`src/rtl/nasti_arb_pkg.sv`:
```
// Shared types and helpers for the NASTI write-port arbiter.
package nasti_arb_pkg;

    typedef enum logic [1:0] {
        S_IDLE,
        S_AW,
        S_W,
        S_B
    } arb_state_e;

    // Index width for a grant over n requesters; never narrower than one bit.
    function automatic int grant_width(input int n);
        return (n > 1) ? $clog2(n) : 1;
    endfunction

endpackage

```
`src/rtl/nasti_rr_picker.sv`:
```
// Combinational round-robin picker: first set request searching upward from ptr+1, wrapping.
module nasti_rr_picker
    import nasti_arb_pkg::*;
#(
    parameter int N  = 2,
    parameter int GW = grant_width(N)
) (
    input  logic [N-1:0]  req,
    input  logic [GW-1:0] ptr,
    output logic [N-1:0]  grant_oh,
    output logic [GW-1:0] grant_idx,
    output logic          any_req
);

    logic [GW-1:0] idx;

    // NOTE: every variable written here gets a default first so no path leaves it unassigned (no latch).
    always_comb begin
        grant_oh  = '0;
        grant_idx = '0;
        any_req   = 1'b0;
        idx       = '0;
        for (int k = 1; k <= N; k++) begin
            idx = GW'((int'(ptr) + k) % N);
            if (!any_req && req[idx]) begin
                any_req       = 1'b1;
                grant_idx     = idx;
                grant_oh[idx] = 1'b1;
            end
        end
    end

endmodule

```
`src/rtl/nasti_write_arbiter.sv`:
```
// Round-robin arbiter sharing one NASTI write port (AW/W/B) among NUM_MASTERS requesters,
// one transaction outstanding; grant held from AW arbitration until the B handshake.
module nasti_write_arbiter
    import nasti_arb_pkg::*;
#(
    parameter int NUM_MASTERS = 2,
    parameter int ID_WIDTH    = 2,
    parameter int ADDR_WIDTH  = 32,
    parameter int DATA_WIDTH  = 64,
    parameter int USER_WIDTH  = 1
) (
    input  logic                               clk,
    input  logic                               rst,
    input  logic [NUM_MASTERS*ID_WIDTH-1:0]    m_aw_id,
    input  logic [NUM_MASTERS*ADDR_WIDTH-1:0]  m_aw_addr,
    input  logic [NUM_MASTERS*8-1:0]           m_aw_len,
    input  logic [NUM_MASTERS*3-1:0]           m_aw_size,
    input  logic [NUM_MASTERS*2-1:0]           m_aw_burst,
    input  logic [NUM_MASTERS-1:0]             m_aw_lock,
    input  logic [NUM_MASTERS*4-1:0]           m_aw_cache,
    input  logic [NUM_MASTERS*3-1:0]           m_aw_prot,
    input  logic [NUM_MASTERS*4-1:0]           m_aw_qos,
    input  logic [NUM_MASTERS*4-1:0]           m_aw_region,
    input  logic [NUM_MASTERS*USER_WIDTH-1:0]  m_aw_user,
    input  logic [NUM_MASTERS-1:0]             m_aw_valid,
    output logic [NUM_MASTERS-1:0]             m_aw_ready,
    input  logic [NUM_MASTERS*DATA_WIDTH-1:0]  m_w_data,
    input  logic [NUM_MASTERS*DATA_WIDTH/8-1:0] m_w_strb,
    input  logic [NUM_MASTERS-1:0]             m_w_last,
    input  logic [NUM_MASTERS*USER_WIDTH-1:0]  m_w_user,
    input  logic [NUM_MASTERS-1:0]             m_w_valid,
    output logic [NUM_MASTERS-1:0]             m_w_ready,
    output logic [NUM_MASTERS*ID_WIDTH-1:0]    m_b_id,
    output logic [NUM_MASTERS*2-1:0]           m_b_resp,
    output logic [NUM_MASTERS*USER_WIDTH-1:0]  m_b_user,
    output logic [NUM_MASTERS-1:0]             m_b_valid,
    input  logic [NUM_MASTERS-1:0]             m_b_ready,
    output logic [ID_WIDTH-1:0]                s_aw_id,
    output logic [ADDR_WIDTH-1:0]              s_aw_addr,
    output logic [7:0]                         s_aw_len,
    output logic [2:0]                         s_aw_size,
    output logic [1:0]                         s_aw_burst,
    output logic                               s_aw_lock,
    output logic [3:0]                         s_aw_cache,
    output logic [2:0]                         s_aw_prot,
    output logic [3:0]                         s_aw_qos,
    output logic [3:0]                         s_aw_region,
    output logic [USER_WIDTH-1:0]              s_aw_user,
    output logic                               s_aw_valid,
    input  logic                               s_aw_ready,
    output logic [DATA_WIDTH-1:0]              s_w_data,
    output logic [DATA_WIDTH/8-1:0]            s_w_strb,
    output logic                               s_w_last,
    output logic [USER_WIDTH-1:0]              s_w_user,
    output logic                               s_w_valid,
    input  logic                               s_w_ready,
    input  logic [ID_WIDTH-1:0]                s_b_id,
    input  logic [1:0]                         s_b_resp,
    input  logic [USER_WIDTH-1:0]              s_b_user,
    input  logic                               s_b_valid,
    output logic                               s_b_ready
);

    localparam int N  = NUM_MASTERS;
    localparam int GW = grant_width(N);
    localparam int SW = DATA_WIDTH / 8;

    arb_state_e    state_q, state_d;
    logic [GW-1:0] grant_q, grant_d, rr_ptr_q, rr_ptr_d;
    logic [N-1:0]  grant_oh_q, grant_oh_d;
    logic [7:0]    len_q, len_d, beat_cnt_q, beat_cnt_d;

    logic [N-1:0]  pick_oh;
    logic [GW-1:0] pick_idx;
    logic          any_req;

    nasti_rr_picker #(.N(N), .GW(GW)) u_picker (
        .req       (m_aw_valid),
        .ptr       (rr_ptr_q),
        .grant_oh  (pick_oh),
        .grant_idx (pick_idx),
        .any_req   (any_req)
    );

    // Payload fields follow the held grant at all times; only valid/ready are state-gated.
    assign s_aw_id     = m_aw_id[grant_q*ID_WIDTH +: ID_WIDTH];
    assign s_aw_addr   = m_aw_addr[grant_q*ADDR_WIDTH +: ADDR_WIDTH];
    assign s_aw_len    = m_aw_len[grant_q*8 +: 8];
    assign s_aw_size   = m_aw_size[grant_q*3 +: 3];
    assign s_aw_burst  = m_aw_burst[grant_q*2 +: 2];
    assign s_aw_lock   = m_aw_lock[grant_q];
    assign s_aw_cache  = m_aw_cache[grant_q*4 +: 4];
    assign s_aw_prot   = m_aw_prot[grant_q*3 +: 3];
    assign s_aw_qos    = m_aw_qos[grant_q*4 +: 4];
    assign s_aw_region = m_aw_region[grant_q*4 +: 4];
    assign s_aw_user   = m_aw_user[grant_q*USER_WIDTH +: USER_WIDTH];
    assign s_w_data    = m_w_data[grant_q*DATA_WIDTH +: DATA_WIDTH];
    assign s_w_strb    = m_w_strb[grant_q*SW +: SW];
    assign s_w_user    = m_w_user[grant_q*USER_WIDTH +: USER_WIDTH];
    assign m_b_id      = {N{s_b_id}};
    assign m_b_resp    = {N{s_b_resp}};
    assign m_b_user    = {N{s_b_user}};

    always_comb begin
        state_d    = state_q;
        grant_d    = grant_q;
        grant_oh_d = grant_oh_q;
        rr_ptr_d   = rr_ptr_q;
        len_d      = len_q;
        beat_cnt_d = beat_cnt_q;
        s_aw_valid = 1'b0;
        m_aw_ready = '0;
        s_w_valid  = 1'b0;
        s_w_last   = 1'b0;
        m_w_ready  = '0;
        m_b_valid  = '0;
        s_b_ready  = 1'b0;
        unique case (state_q)
            S_IDLE: begin
                if (any_req) begin
                    grant_d    = pick_idx;
                    grant_oh_d = pick_oh;
                    len_d      = m_aw_len[pick_idx*8 +: 8];
                    state_d    = S_AW;
                end
            end
            S_AW: begin
                s_aw_valid = m_aw_valid[grant_q];
                m_aw_ready = grant_oh_q & {N{s_aw_ready}};
                if (s_aw_valid && s_aw_ready) begin
                    beat_cnt_d = '0;
                    state_d    = S_W;
                end
            end
            S_W: begin
                // Last is derived from the latched length, not trusted from the master.
                s_w_valid = m_w_valid[grant_q];
                s_w_last  = (beat_cnt_q == len_q);
                m_w_ready = grant_oh_q & {N{s_w_ready}};
                if (s_w_valid && s_w_ready) begin
                    beat_cnt_d = beat_cnt_q + 8'd1;
                    if (s_w_last) state_d = S_B;
                end
            end
            S_B: begin
                m_b_valid = grant_oh_q & {N{s_b_valid}};
                s_b_ready = m_b_ready[grant_q];
                if (s_b_valid && s_b_ready) begin
                    rr_ptr_d = grant_q;
                    state_d  = S_IDLE;
                end
            end
            default: state_d = S_IDLE;
        endcase
    end

    // NOTE: sequential state uses non-blocking assignments so every flop samples pre-edge values.
    always_ff @(posedge clk or posedge rst) begin
        if (rst) begin
            state_q    <= S_IDLE;
            grant_q    <= '0;
            grant_oh_q <= {{(N-1){1'b0}}, 1'b1};
            rr_ptr_q   <= GW'(N - 1);
            len_q      <= '0;
            beat_cnt_q <= '0;
        end else begin
            state_q    <= state_d;
            grant_q    <= grant_d;
            grant_oh_q <= grant_oh_d;
            rr_ptr_q   <= rr_ptr_d;
            len_q      <= len_d;
            beat_cnt_q <= beat_cnt_d;
        end
    end

    aw_held_until_accepted: assert property (@(posedge clk) disable iff (rst)
        (state_q == S_AW) |-> m_aw_valid[grant_q])
        else $error("granted master dropped aw_valid before the AW handshake");

    w_last_consistent: assert property (@(posedge clk) disable iff (rst)
        (state_q == S_W && s_w_valid && s_w_ready) |-> (m_w_last[grant_q] == s_w_last))
        else $error("master w_last disagrees with the burst length");

endmodule

```
`config.mk`:
```
export PLATFORM = sky130hd
export DESIGN_NAME = nasti_write_arbiter
export DESIGN_NICKNAME = d
export VERILOG_FILES = /design/src/rtl/nasti_arb_pkg.sv /design/src/rtl/nasti_rr_picker.sv /design/src/rtl/nasti_write_arbiter.sv
export SDC_FILE = /design/constraint.sdc
export NUM_CORES = 1
export LEC_CHECK = 0
export BUFFER_PORTS_ARGS = -buffer_cell sky130_fd_sc_hd__buf_2
export CAP_MARGIN = 40
export CORE_AREA = 2 2 177 179
export DETAILED_ROUTE_END_ITERATION = 8
export DIE_AREA = 0 0 179 181
export PLACE_DENSITY_LB_ADDON = 0.2
export SLEW_MARGIN = 20
export SYNTH_ARGS = -nofsm -noshare
export SYNTH_HDL_FRONTEND = slang
export SYNTH_HIERARCHICAL = 1
export SYNTH_SLANG_ARGS = --single-unit
```
`constraint.sdc`:
```
create_clock -name clk -period 3 [get_ports clk]
set_input_delay 0.15 -clock clk [delete_from_list [all_inputs] [get_ports clk]]
set_output_delay 0.15 -clock clk [all_outputs]
set_load 0.01 [all_outputs]
```
==> results list, run 1 <==
- After the flow finishes, the layout carries non-filler instances totaling 1,109.
- Most instantiated library cell after synthesis: sky130_fd_sc_hd__mux2_2
- Proportion of layout cells with a drive suffix above 1: 0.822
* GRT overflow: 0
- R2R Path End: state_q[1]
* Num CTS Buffers: 3
- CP Class: reg -> reg
- Final worst setup slack: just over 0.8 ns
* Remaining antenna violation count: 0
- Mean instance size in the synthesized netlist: slightly above 10 um^2
* Minimum clock period: 2.19 ns
- Synthesized instance count: between 300 and 400
* Fraction of registers with async set or reset after synthesis: 1.00
* Post-route clock period utilization: 0.729
- Total power consumption of the routed design: around 4 mW
- The internal power of the cells totals 2.21 mW.
* Combinational share of power: 0.771
- Count of vias placed by the detailed router: 3,890
- Before antenna repair, the detailed router went through 4 iterations.
- The worst-case IR drop observed on VDD is roughly 0.34 mV.
* Min-Delay Path Class: in -> reg
- Power per cell area: approximately 700 mW/mm^2
- Area leader, netlist: sky130_fd_sc_hd__mux2_2
- Along the worst path, the maximum fanout reaches 13.
- # diodes: 0
- Post-synth EDFFs: 0
* Post-Route WL: 20,000 um
- Across the run, the number of max-cap violations was 0.
- Fraction of power consumed by sequential logic: 0.135
* Cell Area, Placed: approximately 0.0056 mm^2
* Part of the power in the clock network: 0.094
* Arr. time, crit path: 2.34 ns
- The initial antenna violation count was 2.
- In this run the tightest slew margin relative to its limit is 0.528.
- Critical path startpoint: state_q[0]
* First-pass GRT wire length: ~28,000 um
- Final nets: a little over 1,000
- Clock-pin slew was measured on the worst setup and hold paths at around 0.06 ns.
- Final Hold Slack: between 0.15 and 0.2 ns
* Placer Congestion: between 0.7 and 0.8
- STA classifies the critical path endpoint as a register.
- Seq/Total Area, Yosys: 0.182
- #FFs+latches synth: 22
* Ranking of synthesized cells by area: sky130_fd_sc_hd__mux2_2 (52%), sky130_fd_sc_hd__dfrtp_1 (17%), sky130_fd_sc_hd__mux2i_1 (3.6%), sky130_fd_sc_hd__buf_4 (2.7%), sky130_fd_sc_hd__ha_1 (2.5%)
- Global-route total usage across every layer: 0.119
- Count of port buffers added during placement: between 400 and 500
- The via count of the first global-routing pass was a little over 4,000.
* Top achievable clock speed: between 400 and 500 MHz
- Slew Viols, Final: 0
* Count of cells along the worst register-to-register path: 6
* Combined area of all synthesized cells: between 0.003 and 0.004 mm^2
- Entering global routing, the biggest net connects 84 pins.
- Skew-Pair Late Insertion Delay: 0.26 ns
- Height of the die: 181 um
- Layout overhead on the synthesized area: 88.7%
- Worst EP required: 3.15 ns
- Reg-to-reg critical path startpoint: state_q[0]
* Core utilization of the finished layout: 0.189
- Area share of the largest cell type after synthesis: 0.524
- After routing the design area is around 0.0057 mm^2.
- The floorplan step defined a die boundary enclosing ~0.032 mm^2.
- Number of post-CTS setup repair buffers: 0
* Synthesized Nets: roughly 600
- The worst setup path is launched from a register.
- RSZ-0062 raised after global routing: false
- In this run the clock root is driven by a sky130_fd_sc_hd__clkbuf_16.
- Die span in x: ~180 um
* Maximum level of the CTS H-tree: 1
* Number of library cell types mapped by synthesis: 37
* Sw Pwr: about 1.9 mW
- Post-Route Skew: about 0.0065 ns
* Critical Path End: state_q[1]
* Io pins: between 400 and 500
* Total negative slack for setup checks: 0 ns
- The run finished with clean final reports.
- Register-to-register path setup slack: approximately 0.81 ns
* Initial core utilization: 0.0999
- Total setup violations reported at the end of the flow: 0
- In this run, the number of DRC markers left after iteration 0 of detailed routing was around 120.
* Least-Margin Pin Slew: about 0.7 ns
- CTS tree: done
- Standard-cell rows: 64
* Routed via count divided by cell count: approximately 3.5
* Final Hold Violating Endpoints: 0
- After detailed routing, the number of remaining DRC violations is 0.
* Placed insts: around 1,100
- CTS saw 22 sinks.
* Switching Share: 0.462
- In the synthesized netlist the dominant register cell turns out to be sky130_fd_sc_hd__dfrtp_1.
- Wire length per cell: 18.1 um
- The Yosys step of the flow raised 6 warnings.
- Area of the core: between 0.03 and 0.04 mm^2
- Pleak: 2.99 nW
- Sum of net half-perimeters after detailed placement: around 18,000 um
- Leading cell types by count after synthesis: sky130_fd_sc_hd__mux2_2 (141), sky130_fd_sc_hd__dfrtp_1 (20), sky130_fd_sc_hd__clkbuf_1 (17)
- At the placement stage, the worst setup path has a slack of 0.850 ns.
* Buffer levels on the longest clock path: 2
==> registers in the layout, summed over array words and instances (netlist names) <==
name	count
beat_cnt_q	8
grant_q	1
grant_oh_q	2
rr_ptr_q	1
len_q	8
state_q	2
==> routing by layer <==
layer  vias up  GRT usage  part of all wire
met5         -          0            0.0013
met4         4     0.0169            0.0087
met3        11     0.0173             0.044
met2       158      0.204              0.50
met1      1794      0.160              0.44
li1       1923          -                 -
==> worst min path at each step <==
stage | startpoint | to | cells past startpoint
2_1_floorplan | rst | beat_cnt_q[0] | 1
3_3_place_gp | s_b_resp[0] | m_b_resp[2] | 0
3_5_place_dp | rst | len_q[1] | 2
4_1_cts | m_aw_len[7] | len_q[7] | 3
5_1_grt | m_b_ready[1] | rr_ptr_q | 3
6_report | m_aw_len[1] | len_q[1] | 3
==> critical path: stages, from the launching register on <==
cell	delay, ns
sky130_fd_sc_hd__dfrtp_1	0.39
sky130_fd_sc_hd__inv_1	0.09
sky130_fd_sc_hd__ha_1	0.36
sky130_fd_sc_hd__o21a_1	0.27
sky130_fd_sc_hd__a2111o_1	0.40
sky130_fd_sc_hd__a21oi_1	0.21
sky130_fd_sc_hd__mux2_2	0.36
==> cells in the final DEF (no fill, tap or decap), drive strengths merged, types with 2 or more instances in the layout <==
| cell | Yosys | routed |
|---|---|---|
| a21boi | 3 | 3 |
| a21oi | 3 | 3 |
| and3 | 8 | 8 |
| buf | 12 | 436 |
| clkbuf | 17 | 3 |
| dfrtp | 20 | 20 |
| dfstp | 2 | 2 |
| ha | 6 | 6 |
| inv | 6 | 6 |
| mux2 | 141 | 141 |
| mux2i | 11 | 11 |
| nand2 | 15 | 15 |
| nand3 | 3 | 3 |
| nor2 | 7 | 7 |
| nor2b | 4 | 4 |
| nor4 | 5 | 5 |
| o21a | 2 | 2 |
| o21ai | 10 | 10 |
| or3 | 2 | 2 |
| xnor2 | 4 | 4 |
| xor2 | 8 | 8 |
==> cell type report <==
type                    count  area [um^2]
flip-flops and latches     22          557
clock buffers               3         75.1
well taps                 396          495
clock inverters             1         30.0
inverters                   6         22.5
multi-input cells         244         2310
fillers                  3467        24600
repair buffers            437         2240
==> power groups by stage <==
stage	sequential [mW]	combinational (mW)	clock, mW
6_report	0.555	3.16	0.384
5_1_grt	0.579	3.43	0.406
4_1_cts	0.563	3.24	0.390
3_5_place_dp	0.566	3.21	0
3_3_place_gp	0.567	3.22	0
2_1_floorplan	0.498	1.97	0
==> logic make-up after synthesis <==
family / Yosys count / synth area share
flops: 22 / 0.182
xor+xnor: 12 / 0.0347
simple gates: 51 / 0.0904
fa+ha+maj: 6 / 0.0248
buf+inv: 35 / 0.0569
mux: 152 / 0.560
compound gates: 23 / 0.0512
==> what timing repair did <==
action | 4_1_cts | 5_1_grt
resized for setup | 0 | 0
endpoints found under the hold margin | 5 | 0
hold buffers | 1 | 0
(Power assumes the default switching activity.)
==> inputs of run 2 (changes only) <==
--- a/config.mk
+++ b/config.mk
@@ -7,9 +7,9 @@
 export LEC_CHECK = 0
 export BUFFER_PORTS_ARGS = -buffer_cell sky130_fd_sc_hd__buf_2
 export CAP_MARGIN = 40
-export CORE_AREA = 2 2 177 179
+export CORE_AREA = 2 2 176 178
 export DETAILED_ROUTE_END_ITERATION = 8
-export DIE_AREA = 0 0 179 181
+export DIE_AREA = 0 0 178 180
 export PLACE_DENSITY_LB_ADDON = 0.2
 export SLEW_MARGIN = 20
 export SYNTH_ARGS = -nofsm -noshare
==> constraint.sdc (replaced) <==
create_clock -name clk -period 1.79 [get_ports clk]
set_input_delay 0.0895 -clock clk [delete_from_list [all_inputs] [get_ports clk]]
set_output_delay 0.0895 -clock clk [all_outputs]
set_load 0.01 [all_outputs]
==> results list, run 2 (synthesis gave the netlist of run 1 again) <==
- Summed area of non-filler cells in the final layout: 0.00625 mm^2 (+9.1%)
* CTS tree: done
- The maximum clock insertion buffer count is 2 (unchanged).
* Placer Congestion: 0.781 (-2.3%)
- Sw Pwr: 3.47 mW (+83%)
* Area of the core: 0.0302 mm^2 (-0.53%)
* Top achievable clock speed: 533 MHz (+17%)
- The area growth from synthesis to layout is 106%.
* Count of vias placed by the detailed router: 4,054 (+4.2%)
- The maximum number of pins on one net before global-route repair came to 37 (-56%).
- Height of the die: 180 um (-0.55%)
- The transition time at the pin with the least slew margin was 0.527 ns (-0.181 ns).
- Origin of the worst min-delay path: m_b_ready[1]
- The part of the power in registers was 0.110 (-0.025).
- Power per cell area: 1290 mW/mm^2 (+80%)
- The flow ran to the end, but the final reports show violations.
- Initial core utilization: 0.100 (+0.000530)
- Most common cell after layout, fill and taps aside: sky130_fd_sc_hd__buf_2
- The residual DRC count is 0 (unchanged).
- Skew-Pair Late Insertion Delay: 0.26 ns (about the same)
* IR Drop Worst-Case VDD: 0.457 mV (+36%)
* Largest driver fanout on the critical path: 6 (-7)
- The final reports fail on setup timing.
- The number of buffers added by the clock tree synthesis step is 3 (unchanged).
* Slew Viols, Final: 0 (unchanged)
* Proportion of layout cells with a drive suffix above 1: 0.839 (+0.0175)
* Core utilization of the finished layout: 0.207 (+0.0183)
- The critical path is of the reg -> reg type.
- The initial antenna violation count was 1 (-1).
- The wire length of the first global-routing pass is 27,200 um (-3.7%).
* Die span in x: 178 um (-0.56%)
- Register-to-register path setup slack: -0.08 ns (-0.90 ns)
- The total number of placement rows came to 64 (unchanged).
- The detailed route wirelength on metal3 was 1290 um (+47%).
- The half-perimeter wire length after detailed placement is 16,600 um (-7.8%).
- Count of cells along the worst register-to-register path: 5 (-1)
* Most frequent cells in the layout: sky130_fd_sc_hd__buf_2 (431), sky130_fd_sc_hd__mux2_2 (140), sky130_fd_sc_hd__buf_4 (25), sky130_fd_sc_hd__dfrtp_1 (19), sky130_fd_sc_hd__nand2_1 (15)
- The final count of hold timing violations was 0 (unchanged).
* Clock transition time at the flip-flop clock pins of the worst setup and hold paths: 0.06 ns (about the same)
- Io pins: 449 (unchanged)
* R2R Path End: state_q[1]
- The routed wire length per instance was 17.3 um (-3.9%).
- Final worst setup slack: -0.0846 ns (-0.898 ns)
- The ratio of final minimum period to clock period is 1.05 (+0.318).
- Highest Signal Layer: met5
- TritonCTS sink count: 22 (unchanged)
- The data arrival at the endpoint of the critical path was 2.02 ns (-0.32 ns).
- The required time of the critical path was 1.94 ns (-1.21 ns).
* RSZ-0062 raised after global routing: true
- The placement-stage worst setup slack came to -0.0910 ns (-0.941 ns).
- Minimum clock period: 1.87 ns (-0.312 ns)
- STA classifies the critical path endpoint as a register.
- Final nets: 1,046 (+3.4%)
- The detailed-router iteration count before antenna repair is 4 (unchanged).
- The headroom to the max-slew limit was 0.648 (+0.120).
* GRT overflow: 0 (unchanged)
- Remaining antenna violation count: 0 (unchanged)
- Met2 wire length: 10,100 um (+0.50%)
* Routed via count divided by cell count: 3.55 (+1.1%)
* Combinational share of power: 0.810 (+0.039)
- Post-Route Skew: 0.00416 ns (-0.00234 ns)
- DRT met1 WL: 8210 um (-7.2%)
- The critical path starts at grant_q.
- The relative contribution of the clock network to total power came to 0.080 (-0.014).
- Total power consumption of the routed design: 8.07 mW (+97%)
* # diodes: 0 (unchanged)
- In this run the worst setup path terminates at state_q[1].
- The largest registers in the layout are beat_cnt_q x8, len_q x8.
- Count of port buffers added during placement: 431 (unchanged)
- Total setup violations reported at the end of the flow: 62 (+62)
- The reported max-cap violation count is 0 (unchanged).
- The via count of the first global-routing pass came to 4,184 (+3.0%).
- The internal power consumption was 4.60 mW (+110%).
* Switching Share: 0.430 (-0.0322)
- Min-Delay Path Class: in -> reg
- Maximum level of the CTS H-tree: 1 (unchanged)
* Cell Area, Placed: 0.00579 mm^2 (+3.1%)
- The total leakage power came to 3.24 nW (+8.4%).
* Post-Route WL: 19,800 um (-0.98%)
- The die footprint came to 0.0320 mm^2 (-1.1%).
- The root buffer cell chosen for the clock tree is sky130_fd_sc_hd__clkbuf_16.
* Reg-to-reg critical path startpoint: grant_q
- The total global-route track usage was 0.112 (-0.00714).
- The DRC violation total after the first TritonRoute iteration was 96 (-21%).
- STA classifies the critical path startpoint as a register.
==> run 2: cell count changes in the layout (fill, tap and decap cells not counted), moves of 3 or more <==
cell | previous run | this run
sky130_fd_sc_hd__clkbuf_16 | 3 | 8
sky130_fd_sc_hd__nor4_4 | 0 | 3
sky130_fd_sc_hd__buf_16 | 1 | 4
sky130_fd_sc_hd__buf_4 | 3 | 25
sky130_fd_sc_hd__buf_12 | 1 | 4
sky130_fd_sc_hd__nor4_1 | 5 | 2
==> run 2: worst min-delay path by stage <==
stage / to / depth (start not counted)
2_1_floorplan: beat_cnt_q[0] / 1
3_5_place_dp: len_q[4] / 2
4_1_cts: rr_ptr_q / 3
6_report: rr_ptr_q / 3
3_3_place_gp: state_q[1] / 2
5_1_grt: rr_ptr_q / 3
==> run 2: layer usage <==
layer | GRT usage | vias up
li1 | - | 1993
met1 | 0.138 | 1852
met2 | 0.205 | 194
met3 | 0.0205 | 13
met4 | 0.0138 | 2
met5 | 0 | -
==> run 2: layout make-up <==
cell class / instances / area [um^2]
multi-input combinational: 244 / 2380
clock inverter: 1 / 30.0
inverter: 6 / 22.5
timing repair buffer: 471 / 2690
tap: 396 / 495
clock buffer: 3 / 75.1
fill: 3393 / 23900
sequential: 22 / 557
==> run 2: metrics by stage <==
stage	hold WS (ns)	setup TNS (ns)	instances
6_report	0.147	-2.19	1143
5_1_grt	0.172	-8.21	1143
4_1_cts	0.143	-2.74	1133
3_5_place_dp	0.0835	-0.173	1126
3_3_place_gp	0.0895	-0.131	1126
2_1_floorplan	0.0772	-0.00279	301
==> run 2: power groups by stage <==
stage	Combinational, mW	Sequential [mW]	Clock [mW]
after floorplan	3.31	0.836	0
after global placement	5.67	0.901	0
after detailed placement	5.63	0.902	0
after CTS	5.94	0.899	0.658
after global routing	7.01	0.923	0.684
final	6.54	0.888	0.643
==> run 2: critical path, cell delays in order, from the launching register on <==
cell and delay (ns):
sky130_fd_sc_hd__dfrtp_4 0.54, sky130_fd_sc_hd__mux2i_1 0.15, sky130_fd_sc_hd__o21a_1 0.21, sky130_fd_sc_hd__a2111o_1 0.38, sky130_fd_sc_hd__a21oi_2 0.14, sky130_fd_sc_hd__mux2_2 0.34
==> run 2: repair_timing <==
action | CTS | global route
hold buffers | 1 | 0
buffers inserted | 0 | 3
setup endpoints to repair | 128 | 131
pin swaps | 0 | 5
endpoints found under the hold margin | 6 | 0
cloned | 2 | 7
gates resized for setup | 6 | 17
